--- config.mk ---
export PLATFORM = sky130hd
export DESIGN_NAME = ifetch_unit_flat
export DESIGN_NICKNAME = d
export VERILOG_FILES = /design/src/rtl/ifetch_unit_if.sv /design/src/rtl/ifetch_unit.sv /design/src/flat_wrapper.sv
export SDC_FILE = /design/constraint.sdc
export NUM_CORES = 1
export LEC_CHECK = 0
export CORE_ASPECT_RATIO = 0.5
export CORE_MARGIN = 4
export CORE_UTILIZATION = 45
export DETAILED_ROUTE_END_ITERATION = 8
export PLACE_DENSITY = 0.82
export SYNTH_ARGS = -nofsm -noshare
export SYNTH_HDL_FRONTEND = slang
export SYNTH_SLANG_ARGS = --single-unit
--- constraint.sdc ---
create_clock -name clk -period 4.1 [get_ports clk]
set_input_delay 0.615 -clock clk [delete_from_list [all_inputs] [get_ports clk]]
set_output_delay 0.615 -clock clk [all_outputs]
set_load 0.05 [all_outputs]
--- src/rtl/ifetch_unit_if.sv ---
// Fetch-unit bus bundle: instruction-memory req/ack handshake, issue handshake with decode fields,
// and the branch-resolution inputs that steer the next PC.
interface ifetch_unit_if #(
    parameter int XLEN = 32
);
    logic            imem_req;
    logic [XLEN-1:0] imem_addr;
    logic            imem_ack;
    logic [XLEN-1:0] imem_rdata;
    logic            instr_valid;
    logic            instr_ready;
    logic [XLEN-1:0] instr;
    logic [6:0]      op;
    logic [2:0]      funct3;
    logic            funct7b5;
    logic [XLEN-1:0] pc;
    logic [XLEN-1:0] pcplus4;
    logic            pcsrc;
    logic [XLEN-1:0] immext;
    logic            halted;
    logic [1:0]      fault;

    modport master (
        output imem_req, imem_addr, instr_valid, instr, op, funct3, funct7b5,
               pc, pcplus4, halted, fault,
        input  imem_ack, imem_rdata, instr_ready, pcsrc, immext
    );

    modport slave (
        input  imem_req, imem_addr, instr_valid, instr, op, funct3, funct7b5,
               pc, pcplus4, halted, fault,
        output imem_ack, imem_rdata, instr_ready, pcsrc, immext
    );
endinterface

--- src/rtl/ifetch_unit.sv ---
// Instruction fetch: owns the PC, fetches over req/ack, issues one instruction at a time.
// Best case one instruction per 2 cycles; waits in FETCH for ack and in ISSUE for instr_ready.
module ifetch_unit #(
    parameter int              XLEN     = 32,
    parameter logic [XLEN-1:0] RESET_PC = '0
) (
    input  logic          clk,
    input  logic          rst_n,
    ifetch_unit_if.master bus
);
    typedef enum logic [1:0] {
        IDLE  = 2'd0,
        FETCH = 2'd1,
        ISSUE = 2'd2,
        HALT  = 2'd3
    } state_t;

    state_t          state, state_nxt;
    logic [XLEN-1:0] pc_q, pc_nxt;
    logic [XLEN-1:0] instr_q, instr_nxt;
    logic [1:0]      fault_q, fault_nxt;
    logic [XLEN-1:0] target;

    always_ff @(posedge clk or negedge rst_n) begin
        if (!rst_n) begin
            state   <= IDLE;
            pc_q    <= RESET_PC;
            instr_q <= '0;
            fault_q <= 2'b00;
        end else begin
            state   <= state_nxt;
            pc_q    <= pc_nxt;
            instr_q <= instr_nxt;
            fault_q <= fault_nxt;
        end
    end

    // Both candidates wrap naturally at 2^XLEN.
    assign target = bus.pcsrc ? (pc_q + bus.immext) : (pc_q + XLEN'(4));

    always_comb begin
        state_nxt = state;
        pc_nxt    = pc_q;
        instr_nxt = instr_q;
        fault_nxt = fault_q;
        case (state)
            IDLE: state_nxt = FETCH;
            FETCH: begin
                if (bus.imem_ack) begin
                    instr_nxt = bus.imem_rdata;
                    if (bus.imem_rdata[1:0] == 2'b11) begin
                        state_nxt = ISSUE;
                    end else begin
                        fault_nxt = 2'b01;
                        state_nxt = HALT;
                    end
                end
            end
            ISSUE: begin
                if (bus.instr_ready) begin
                    // A misaligned target halts with the PC still on the offending instruction.
                    if (target[1:0] != 2'b00) begin
                        fault_nxt = 2'b10;
                        state_nxt = HALT;
                    end else begin
                        pc_nxt    = target;
                        state_nxt = FETCH;
                    end
                end
            end
            HALT:    state_nxt = HALT;
            default: state_nxt = IDLE;
        endcase
    end

    assign bus.imem_req    = (state == FETCH);
    assign bus.imem_addr   = pc_q;
    assign bus.instr_valid = (state == ISSUE);
    assign bus.halted      = (state == HALT);
    assign bus.instr       = instr_q;
    assign bus.op          = instr_q[6:0];
    assign bus.funct3      = instr_q[14:12];
    assign bus.funct7b5    = instr_q[30];
    assign bus.pc          = pc_q;
    assign bus.pcplus4     = pc_q + XLEN'(4);
    assign bus.fault       = fault_q;
endmodule

--- src/flat_wrapper.sv ---
// flat-port wrapper written by rule: the top's interface ports become plain ports
module ifetch_unit_flat 
#(
    parameter int              XLEN     = 32,
    parameter logic [XLEN-1:0] RESET_PC = '0
)
  (clk, rst_n, bus_imem_req, bus_imem_addr, bus_instr_valid, bus_instr, bus_op, bus_funct3, bus_funct7b5, bus_pc, bus_pcplus4, bus_halted, bus_fault, bus_imem_ack, bus_imem_rdata, bus_instr_ready, bus_pcsrc, bus_immext);
  ifetch_unit_if #(.XLEN(XLEN)) bus_i ();
  input  logic clk;
  input  logic rst_n;
  output wire logic [$bits(bus_i.imem_req)-1:0] bus_imem_req;
  output wire logic [$bits(bus_i.imem_addr)-1:0] bus_imem_addr;
  output wire logic [$bits(bus_i.instr_valid)-1:0] bus_instr_valid;
  output wire logic [$bits(bus_i.instr)-1:0] bus_instr;
  output wire logic [$bits(bus_i.op)-1:0] bus_op;
  output wire logic [$bits(bus_i.funct3)-1:0] bus_funct3;
  output wire logic [$bits(bus_i.funct7b5)-1:0] bus_funct7b5;
  output wire logic [$bits(bus_i.pc)-1:0] bus_pc;
  output wire logic [$bits(bus_i.pcplus4)-1:0] bus_pcplus4;
  output wire logic [$bits(bus_i.halted)-1:0] bus_halted;
  output wire logic [$bits(bus_i.fault)-1:0] bus_fault;
  input wire logic [$bits(bus_i.imem_ack)-1:0] bus_imem_ack;
  input wire logic [$bits(bus_i.imem_rdata)-1:0] bus_imem_rdata;
  input wire logic [$bits(bus_i.instr_ready)-1:0] bus_instr_ready;
  input wire logic [$bits(bus_i.pcsrc)-1:0] bus_pcsrc;
  input wire logic [$bits(bus_i.immext)-1:0] bus_immext;
  assign bus_imem_req = bus_i.imem_req;
  assign bus_imem_addr = bus_i.imem_addr;
  assign bus_instr_valid = bus_i.instr_valid;
  assign bus_instr = bus_i.instr;
  assign bus_op = bus_i.op;
  assign bus_funct3 = bus_i.funct3;
  assign bus_funct7b5 = bus_i.funct7b5;
  assign bus_pc = bus_i.pc;
  assign bus_pcplus4 = bus_i.pcplus4;
  assign bus_halted = bus_i.halted;
  assign bus_fault = bus_i.fault;
  assign bus_i.imem_ack = bus_imem_ack;
  assign bus_i.imem_rdata = bus_imem_rdata;
  assign bus_i.instr_ready = bus_instr_ready;
  assign bus_i.pcsrc = bus_pcsrc;
  assign bus_i.immext = bus_immext;
  ifetch_unit #(.XLEN(XLEN), .RESET_PC(RESET_PC)) u_core (.clk(clk), .rst_n(rst_n), .bus(bus_i));
endmodule
Word level (Yosys, flattened, before mapping) --
Index checks and enable logic that the tools add are counted.
Storage, ports and cells: bits in registers 68, bits of input ports 69, output and inout bits 144, logic and storage cells 33
Cells by class: $add $sub $neg 2, equal/unequal tests 8, multiplexer cells 11, bitwise logic cells 1, reductions and logical operators 7
Operator list (count):
- $add A32 B3 Y32 const B | 1
- $add A32 B32 Y32 | 1
- $mux W32 | 1
- $mux W2 | 7
- $pmux W2 S4 | 1
- $eq A2 B2 Y1 const B | 3
- $ne A2 B1 Y1 const B | 3
- $reduce_and A5 Y1 | 1
- $pmux W2 S2 | 1
- $reduce_and A2 Y1 | 2
- $reduce_bool A2 Y1 | 2
- $reduce_and A3 Y1 | 1
- $eq A2 B1 Y1 const B | 1
- $logic_not A2 Y1 | 1
- $ne A2 B2 Y1 const B | 1
- $mux W1 | 1
- $not A1 Y1 | 1

Logic depth before layout (Yosys ltp) --
Gate-level depths: netlist (run 1).
word-level depth 6, gate-level depth with buffers 11, mapped depth without buffers 11

Worst setup path after synthesis (run 1) --
OpenSTA, ideal clock, no wires.
path kind reg-to-output, start point reg u_core.pc_q[4] (netlist: u_core.bus.imem_addr[4]), end point out bus_pcplus4[31], data arrival time 2.949 ns, required time 3.485 ns, slack 0.536 ns, stages on the path, launching flop included 8, buffers on the path 1, cell sequence dfrtp_1 nand3_1 nor3_2 and3_1 clkbuf_1 and2_1 and4_1 xor2_1
On the way: cells in the longest elaborated chain, start to end 1
RTL lines:
- start: declaration | line ifetch_unit.sv:19 | logic [XLEN-1:0] pc_q, pc_nxt;
- start signal: assignment | line ifetch_unit.sv:32 | pc_q <= pc_nxt;
- $add A32 B3 Y32 | line ifetch_unit.sv:85 | assign bus.pcplus4 = pc_q + XLEN'(4);
- end: declaration | line flat_wrapper.sv:19 | output wire logic [$bits(bus_i.pcplus4)-1:0] bus_pcplus4;
Every way passes these cells.

Final worst setup path (run 1) --
start point reg u_core.pc_q[3] (netlist: u_core.bus.imem_addr[3]), end point out bus_pcplus4[24]
Same word-level chain as after synthesis.

==> results of run 1 <==
[routing by layer]
layer | track usage | share of wire
met5 | 0 | 0
met4 | 0.0571 | 0.012
met3 | 0.0595 | 0.083
met2 | 0.394 | 0.47
met1 | 0.304 | 0.43
[critical path, stage by stage (launching register included)]
cell,delay (ns)
dfrtp_1,0.46
ha_1,0.24
and3_1,0.25
and3_1,0.26
and2_1,0.23
nand4_1,0.35
xnor2_1,0.25
clkdlybuf4s50_1,0.83
[metrics by stage]
| step | cell area [µm²] | setup WS [ns] | utilization | hold slack (ns) | std cells |
|---|---|---|---|---|---|
| floorplan | 5410 | 0.536 | - | 0.319 | 618 |
| global placement | 7370 | 0.346 | 0.650 | 0.485 | 929 |
| detailed placement | 7370 | 0.291 | 0.650 | 0.494 | 929 |
| CTS | 7710 | 0.0709 | 0.680 | 0.411 | 945 |
| global route | 7730 | 0.0283 | 0.681 | 0.435 | 945 |
| finish | 7730 | 0.286 | 0.681 | 0.390 | 945 |
[flip-flops by register name, indices dropped and copies added, names as in the netlist]
register,flops
u_core.bus.imem_addr,32
u_core.bus.fault,2
u_core.state,2
u_core.bus.instr,32
[report_power, final]
group	internal (W)	leakage [nW]	switching, W
logic	0.000538	2.40	0.000938
clock network	0.000596	0.163	0.000307
registers	0.000762	0.855	0.0000897
total	0.00190	3.42	0.00134
[cell usage in the layout, fill, tap and decap left out, types with 3 or more instances in the layout]
cell type and count:
a21o_1 18, a21oi_1 40, a22oi_1 10, a2bb2oi_1 3
a31oi_1 8, and2_1 7, and3_1 12, buf_4 14
bufinv_16 3, clkbuf_16 9, clkdlybuf4s50_1 204, dfrtp_1 68
dlymetal6s2s_1 6, ha_1 32, inv_1 13, mux2_2 33
mux2i_1 5, nand2_1 51, nand2b_1 3, nand3_1 13
nand4_1 9, nor2_1 39, nor2b_1 4, nor3_1 8
nor4_1 6, o211ai_1 8, o21a_1 6, o21ai_0 52
o21bai_1 3, or3_1 3, xnor2_1 25, xor2_1 27
[cells by family after synthesis]
family,count (synthesis),synth area share
compound gates,175,0.207
simple gates,164,0.145
buf+inv,88,0.0936
flops,68,0.314
xor+xnor,52,0.0842
mux,38,0.0779
fa+ha+maj,33,0.0777
[cell type report]
type	instances	area, µm²
Clock buffer	10	229
Clock inverter	6	111
Fill cell	906	3620
Inverter	14	52.6
Multi-Input combinational cell	462	3200
Sequential cell	68	1700
Tap cell	159	199
Timing Repair Buffer	226	2230
[path summary, 6_finish.rpt]
| kind | cells past startpoint | to | startpoint |
|---|---|---|---|
| setup / recovery | 7 | bus_pcplus4[24] | u_core.bus.imem_addr[3] |
| hold reg to reg | 1 | u_core.bus.instr[9] | u_core.bus.instr[9] |
| max in group asynchronous | 2 | u_core.bus.instr[0] | rst_n |
| min in group clk | 1 | u_core.bus.instr[9] | u_core.bus.instr[9] |
| setup reg to reg | 11 | u_core.bus.imem_addr[30] | u_core.bus.imem_addr[0] |
| hold / removal | 1 | u_core.bus.imem_addr[9] | rst_n |
[timing repair]
item,in CTS,in global routing
endpoints found under the setup margin,0,6
hold endpoints to repair,0,0
resized for setup,0,6
hold buffers,0,0
==> results.py, run 1 <==
metrics = {
    "synthesis": {
        "async_reset_ff_frac": 1.00,
        "synth_ff_type": "dfrtp_1",
        "synthCells": 618,
        "synth.top_cell.area_share": 0.314,
        "synth-seq-cells": 68,
        "yosysWarningCount": 0,
        "synth_commonest_cells": "dfrtp_1 (68), o21ai_0 (52), nand2_1 (51)",
        "yosysSeqAreaShare": 0.314,
        "syn_nets": 720,
        "synth_edf_count": 0,
        "synth_most_common_cell": "dfrtp_1",
        "synth_area_leaders": "dfrtp_1 (31%), ha_1 (7.4%), mux2_2 (6.9%)",
        "syn_area_mm2": 0.00541,
        "ys_types": 60,
        "synth_area_per_cell_um2": 8.76,
        "yosysTopAreaCell": "dfrtp_1",
    },
    "flow_run": {
        "drv_cap": 0,
    },
    "cells_and_area": {
        "area_growth_pct": 42.8,
        "nets": 883,
        "antennaDiodeCount": 0,
        "drive_above_1_share": 0.0903,
    },
    "clock_network": {
        "clock_sinks": 68,
        "htreeDepth": 3,
        "cts_tree": "built",
        "clk_path_buf_depth": 2,
        "path_clk_slew_ns": 0.06,
        "post-cts-setup-buffers": 0,
        "clock_latency_ns": 0.33,
        "root_buffer": "clkbuf_16",
        "numCtsBuffers": 9,
    },
    "global_route": {
        "antenna_found_initial": 0,
        "grt_pass1_vias": 5145,
        "grt_overflow": 0,
        "grtUsageTotal": 0.234,
        "grt_max_degree": 67,
        "grt_pass1_wl_mm": 26.8,
    },
    "power": {
        "ir_worst_vdd_uv": 232,
        "finalPower_w": 0.00323,
        "power.density_mw_per_mm2": 418,
        "p_leak_nw": 3.42,
    },
    "worst_setup_path": {
        "end_kind": "output port",
        "worst_setup_path_start_kind": "flip-flop",
        "reg2reg_setup_slack_ns": 0.85,
        "cp_max_fo": 7,
        "cp.required_ns": 3.48,
        "arrival_ns": 3.20,
        "path_class": "reg -> out",
    },
    "route": {
        "dr.pass1.iters": 5,
        "drtIter0Drc": 459,
        "via_count": 5321,
        "drc": 0,
        "vias_per_cell": 5.63,
        "drt-wirelength-per-cell_um": 17.8,
        "ant_nets": 0,
        "wirelength_mm": 16.8,
    },
    "sta": {
        "rsz0062_at_grt": "no",
        "setup_viol": 0,
        "hold_viol_final": 0,
        "post-route-min-period_ns": 3.81,
        "min_period_over_period": 0.930,
        "finalSetupTns_ns": 0,
        "worstMarginPinSlew_ns": 0.860,
        "report.final.slew_viol_count": 0,
        "max_freq_mhz": 262,
        "maxSlewHeadroom": 0.427,
        "skew_ns": 0.00789,
    },
    "min_path": {
        "worstHoldPathType": "in -> async",
    },
    "place": {
        "place_hpwl_mm": 12.7,
        "io_buffers": 212,
        "place.gp.congestion": 0.930,
    },
    "floorplan": {
        "pin_count": 213,
        "die_h_um": 85.5,
        "core_mm2": 0.0114,
        "rows": 27,
        "dieArea_mm2": 0.0140,
        "die_x_um": 163,
        "start_util": 0.477,
    },
    "run_status": {
        "status": "finished, final reports clean",
    },
}
Power figures use the tool's default switching activity.
==> run 2, diff against run 1 <==
--- a/config.mk
+++ b/config.mk
@@ -8,6 +8,7 @@
 export CORE_ASPECT_RATIO = 0.5
 export CORE_MARGIN = 4
 export CORE_UTILIZATION = 45
+export CTS_CLUSTER_SIZE = 24
 export DETAILED_ROUTE_END_ITERATION = 8
 export PLACE_DENSITY = 0.82
 export SYNTH_ARGS = -nofsm -noshare
==> results of run 2 <==
Same layout as run 1: the final DEF is identical, and so are final timing and power.
==> patch 1 (settings of run 1) <==
Re-encode `state_t` (4 states) as one-hot, 4 bits wide.
--- a/src/rtl/ifetch_unit.sv
+++ b/src/rtl/ifetch_unit.sv
@@ -8,11 +8,11 @@
     input  logic          rst_n,
     ifetch_unit_if.master bus
 );
-    typedef enum logic [1:0] {
-        IDLE  = 2'd0,
-        FETCH = 2'd1,
-        ISSUE = 2'd2,
-        HALT  = 2'd3
+    typedef enum logic [3:0] {
+        IDLE  = 4'b0001,
+        FETCH = 4'b0010,
+        ISSUE = 4'b0100,
+        HALT  = 4'b1000
     } state_t;
 
     state_t          state, state_nxt;
Behaviour: same outputs for any inputs over 4 cycles, from zero or initial values and one cycle with rst_n low; so few cycles prove little.
==> patch 1 against run 1 <==
Final area up 4.0%. Routed wire length is 6.6% higher. Setup slack worse by 0.11 ns. Worst hold slack better by 0.033 ns. Count of clock-buffer cells in the layout is the same. First-iteration DRC count shrank 6.5%. Register-to-register slack better by 0.30 ns. Synthesized area grew 7.4%. Sequential cell count is 2 higher.
Power is not compared: it rests on default switching activity, and its combinational part moved more than twofold at a synthesized area within 25%.
==> patch 1: results (changes against run 1) <==
- Met3 Resource Use GR: 0.04507 (-0.01446)
- Yosys cell types: 72 (+20%)
- Grt met1 use: 0.3284 (+0.02420)
- Top cells by area, synth: dfrtp_1 30%, ha_1 6.9%, mux2_2 6.4%
- Worst Path Arrival: 3.31 ns (+0.11 ns)
- Placed Area: 7714 um^2 (+4.6%)
- Drt pass-1 iters: 7 (+2)
- R2R Setup Slk: 1.15 ns (+0.30 ns)
- CTS Buf Count: 9 (unchanged)
- Clk_skew: 0.005273 ns (-0.002613 ns)
- Routability cong.: 0.9501 (+2.2%)
- Clk_lat worst skew: 0.34 ns
- Worst slew margin: 0.3967 (-0.02976)
- Post-DR vias/cell: 5.694 (+1.1%)
- Hold WC Path Type: input pin to asynchronous set/reset pin
- Status: completed
- First-pass GRT wire length: 28,570 um (+6.8%)
- Max H-tree Level: 3 (unchanged)
- Post-synth top cells: 69 x dfrtp_1, 53 x o21ai_0, 50 x nor2_1, 48 x nand2_1, 46 x buf_4
- Worst Path Max Fanout: 10 (+3)
- HPWL Detailed: 13,530 um (+6.4%)
- Post-CTS setup buffer count: 0 (unchanged)
- Mapped Nets: 769 (+6.8%)
- Root Driver: clkbuf_16
- Maximum vdd drop: 572.3 uV
- Post-layout net count: 922 (+4.4%)
- Met2 Track Usage GR: 0.3809 (-0.01305)
- Number of port buffers: 212 (unchanged)
- Clock Tree Buf Depth: 2 (unchanged)
- Seq/Total Area, Yosys: 0.3015 (-0.01290)
- M1 WL: 7874 um (+8.3%)
- Ys Warns: 0 (unchanged)
- Share of layout cells above drive strength 1: 0.08970 (-0.0006338)
- DR iter-0 viols: 429 (-6.5%)
- Ant. Diodes: 0 (unchanged)
- Vias in the first global route: 5,484 (+6.6%)
- Final wirelength: 17,890 um (+6.6%)
- Initial antenna violation count: 0 (unchanged)
- DR WL met3: 1542 um (+11%)
- Clk pin slew, worst setup/hold paths: 0.06 ns (about the same)
- Met2 WL: 8113 um (+2.4%)
- Pin count of the biggest net entering global routing: 71 (+6.0%)
- Pint: 3.235 mW
- GR Util All Layers: 0.2367 (+0.002887)
- Max Used Layer: met4
- Post-synthesis async set-or-reset flop share: 1.000 (unchanged)
- Static Leak: 3.558 nW
## patch 1: per-stage QoR
stage / hold WS, ns / instances / util / worst slack [ns] / total power, mW
2_1_floorplan: 0.3194 / 667 / - / 0.5800 / 4.905
3_3_place_gp: 0.4867 / 979 / 0.6091 / 0.5909 / 6.176
3_5_place_dp: 0.4927 / 979 / 0.6091 / 0.5580 / 6.236
4_1_cts: 0.4564 / 995 / 0.6346 / 0.1885 / 7.123
5_1_grt: 0.5015 / 995 / 0.6348 / 0.01212 / 7.473
6_report: 0.4232 / 995 / 0.6348 / 0.1718 / 7.105
## patch 1: worst paths after layout
check                           cells past startpoint                              endpoint                                 from
worst max-delay path                                6                       bus_pcplus4[31]  u_core.bus.imem_addr[4]$_DFFE_PN0P_
worst min-delay path                                1      u_core.bus.instr[15]$_DFFE_PN0P_                                rst_n
worst max register to register                      9  u_core.bus.imem_addr[19]$_DFFE_PN0P_  u_core.bus.imem_addr[2]$_DFFE_PN0P_
worst min register to register                      1      u_core.bus.instr[24]$_DFFE_PN0P_     u_core.bus.instr[24]$_DFFE_PN0P_
max in group asynchronous                           1  u_core.bus.imem_addr[21]$_DFFE_PN0P_                                rst_n
min in group clk                                    1      u_core.bus.instr[24]$_DFFE_PN0P_     u_core.bus.instr[24]$_DFFE_PN0P_
## patch 1: critical path: stages (launching register included)
cell	delay, ns
dfrtp_1	0.53
nand3_1	0.21
or3_1	0.55
nor3_4	0.42
nand3_1	0.24
xnor2_1	0.19
clkdlybuf4s50_1	0.82
## patch 1: cell type report
| class | instances | area (um^2) |
|---|---|---|
| Clock buffer | 10 | 229.0 |
| Clock inverter | 6 | 93.84 |
| Fill cell | 1048 | 4624 |
| Inverter | 13 | 48.80 |
| Multi-Input combinational cell | 506 | 3525 |
| Sequential cell | 70 | 1753 |
| Tap cell | 170 | 212.7 |
| Timing Repair Buffer | 220 | 2177 |
## patch 1: power by group through the flow
| stage | Sequential (mW) | Combinational (mW) | Clock (mW) |
|---|---|---|---|
| after floorplan | 2.25 | 2.65 | 0 |
| final | 1.38 | 4.86 | 0.858 |
| after global placement | 1.37 | 4.81 | 0 |
| after global routing | 1.44 | 5.13 | 0.904 |
| after CTS | 1.38 | 4.87 | 0.876 |
| after detailed placement | 1.39 | 4.85 | 0 |
## patch 1: timing repair
action	in CTS	in global routing
endpoints found under the setup margin	0	1
gates resized for setup	0	1
hold buffers	0	0
## patch 1: kinds of logic (layout without fill, tap and decap cells)
kind of cell / Yosys count / in the layout / share of synthesized area
buffers and inverters: 91 / 249 / 0.09212
xor gates and xnor gates: 48 / 48 / 0.07232
DFF: 70 / 70 / 0.3016
and+or+nand+nor: 194 / 194 / 0.1769
muxes: 40 / 40 / 0.07598
AOI/OAI and AO/OA: 191 / 191 / 0.2088
adders and majority gates: 33 / 33 / 0.07232
==> patch 2 (flow settings as in run 1) <==
Without the edit above. `XLEN` is set to 32 in 3 places; all go to 64.
--- a/src/rtl/ifetch_unit_if.sv
+++ b/src/rtl/ifetch_unit_if.sv
@@ -1,7 +1,7 @@
 // Fetch-unit bus bundle: instruction-memory req/ack handshake, issue handshake with decode fields,
 // and the branch-resolution inputs that steer the next PC.
 interface ifetch_unit_if #(
-    parameter int XLEN = 32
+    parameter int XLEN = 64
 );
     logic            imem_req;
     logic [XLEN-1:0] imem_addr;
--- a/src/rtl/ifetch_unit.sv
+++ b/src/rtl/ifetch_unit.sv
@@ -1,7 +1,7 @@
 // Instruction fetch: owns the PC, fetches over req/ack, issues one instruction at a time.
 // Best case one instruction per 2 cycles; waits in FETCH for ack and in ISSUE for instr_ready.
 module ifetch_unit #(
-    parameter int              XLEN     = 32,
+    parameter int              XLEN     = 64,
     parameter logic [XLEN-1:0] RESET_PC = '0
 ) (
     input  logic          clk,
--- a/src/flat_wrapper.sv
+++ b/src/flat_wrapper.sv
@@ -1,7 +1,7 @@
 // flat-port wrapper written by rule: the top's interface ports become plain ports
 module ifetch_unit_flat 
 #(
-    parameter int              XLEN     = 32,
+    parameter int              XLEN     = 64,
     parameter logic [XLEN-1:0] RESET_PC = '0
 )
   (clk, rst_n, bus_imem_req, bus_imem_addr, bus_instr_valid, bus_instr, bus_op, bus_funct3, bus_funct7b5, bus_pc, bus_pcplus4, bus_halted, bus_fault, bus_imem_ack, bus_imem_rdata, bus_instr_ready, bus_pcsrc, bus_immext);
Ports: changed (6 resized); port bits go from 213 to 405. The function was not compared with the original's and may differ.
==> patch 2 against run 1 <==
Final cell count up 120%. Final area increased by 110%. Routed wire length rose to 2.6 times the old value. Sequential cell count rose by 64. Power is 51% higher. Setup slack worse by 0.21 ns. Synthesized area grew 110%. Sequential power increased by 79%. Worst hold slack worse by 0.20 ns.
==> patch 2: results (changes against run 1) <==
- Pwr per Cell Area: 301.6 nW/um^2 (-28%)
- DR WL met3: 3672 um (+160%)
- Non-CTS buffers: 459 (+100%)
- Share of layout cells above drive strength 1: 0.1219 (+0.03155)
- Maximum vdd drop: 325.7 uV (+40%)
- Clk_skew: 0.008314 ns (+0.0004284 ns)
- Max incr delay on CP: 0.50 ns (-0.33 ns)
- Drt pass-1 iters: 6 (+1)
- Post-synth top cells: 132 x dfrtp_1, 131 x nand2_1, 112 x o21ai_0, 110 x a21oi_1, 104 x nor2_1
- Placed Cells incl. Taps: 2,025 (+120%)
- Static Leak: 7.337 nW (+110%)
- Top cells by area, synth: dfrtp_1 29%, ha_1 7.0%, mux2_2 6.6%
- Clk_lat worst skew: 0.45 ns (+0.12 ns)
- Sw Ratio: 0.3936 (-0.01963)
- Multi-input logic area: 7199 um^2 (+120%)
- Routability cong.: 0.9769 (+5.0%)
- HPWL Detailed: 33,300 um (+160%)
- Status: completed
- CTS Buf Count: 17 (+8)
- DR WL/cell: 20.81 um (+17%)
- Clock sink total: 132 (+94%)
- Pin count of the biggest net entering global routing: 76 (+13%)
- Seq pwr share: 0.311 (+0.047)
- Met2 WL: 20,250 um (+160%)
- Area Growth Syn to Fin: 41.38%
- Clock-cell share of area: 0.03588 (-0.008157)
- Number of port buffers: 404 (+91%)
- M1 WL: 17,880 um (+150%)
- Final Instance Area: 16,150 um^2 (+110%)
- Clk pwr share: 0.317 (+0.038)
- Worst Path Arrival: 3.41 ns (+0.21 ns)
- Post-layout net count: 1,908 (+120%)
- First-pass GRT wire length: 65,450 um (+140%)
- Yosys cell types: 69 (+15%)
- NonClk Buf Share: 0.2808 (-0.007991)
- Post-synthesis cell count: 1,379 (+120%)
- Clock buffer cells: 18 (+8)
- Compound-Gate Fraction of Synth Area: 0.2155 (+0.008786)
- Crit path max-delay cell type: dfrtp_1
- Sequential share of cell area: 0.2046 (-0.01552)
- Seq/Total Area, Yosys: 0.2892 (-0.02523)
- Post-DR vias/cell: 5.880 (+4.4%)
- Max H-tree Level: 4 (+1)
- Vias in the first global route: 11,440 (+120%)
- Mux contribution to synthesized area: 0.07044 (-0.007476)
- Worst-Margin Slew: 1.107 ns (+0.2470 ns)
- DR iter-0 viols: 1,324 (+190%)
[patch 2: changes by cell type in the layout (fill, tap and decap cells not counted), moves of 32 or more]
cell                    run 1  this run
clkdlybuf4s50_1           204       361
nand2_1                    51       130
a21oi_1                    40       110
buf_4                      14        78
nor2_1                     39       103
dfrtp_1                    68       131
o21ai_0                    52       112
a21o_1                     18        62
mux2_2                     33        67
xnor2_1                    25        59
ha_1                       32        64
[patch 2: routing by layer]
metal  global-route usage  up-vias
met2               0.4790      621
met4              0.08799        0
met5                    0        -
met3              0.06780       82
li1                     -     5599
met1               0.3945     5804
[patch 2: path summary, 6_finish.rpt]
path,from,to,slack [ns],cells past startpoint
max,u_core.bus.imem_addr[16]$_DFFE_PN0P_,bus_pcplus4[55],0.07,9
min,rst_n,u_core.bus.imem_addr[43]$_DFFE_PN0P_,0.19,1
max reg2reg,u_core.bus.imem_addr[26]$_DFFE_PN0P_,u_core.bus.imem_addr[47]$_DFFE_PN0P_,0.59,12
min reg2reg,u_core.bus.instr[25]$_DFFE_PN0P_,u_core.bus.instr[25]$_DFFE_PN0P_,0.50,1
max in group asynchronous,rst_n,u_core.bus.imem_addr[36]$_DFFE_PN0P_,2.93,2
min in group clk,u_core.bus.instr[25]$_DFFE_PN0P_,u_core.bus.instr[25]$_DFFE_PN0P_,0.50,1
[patch 2: what timing repair did]
item,in CTS,in global routing
pin swaps,1,0
setup endpoints to repair,10,14
setup buffers,2,0
gates resized for setup,3,11
gates cloned,0,0
[patch 2: per-stage QoR]
step / TNS [ns] / setup slack [ns]
global route: -0.06516 / -0.03461
global placement: 0 / 0.1576
floorplan: 0 / 0.2112
finish: 0 / 0.07217
detailed placement: 0 / 0.1724
CTS: 0 / 0.01447
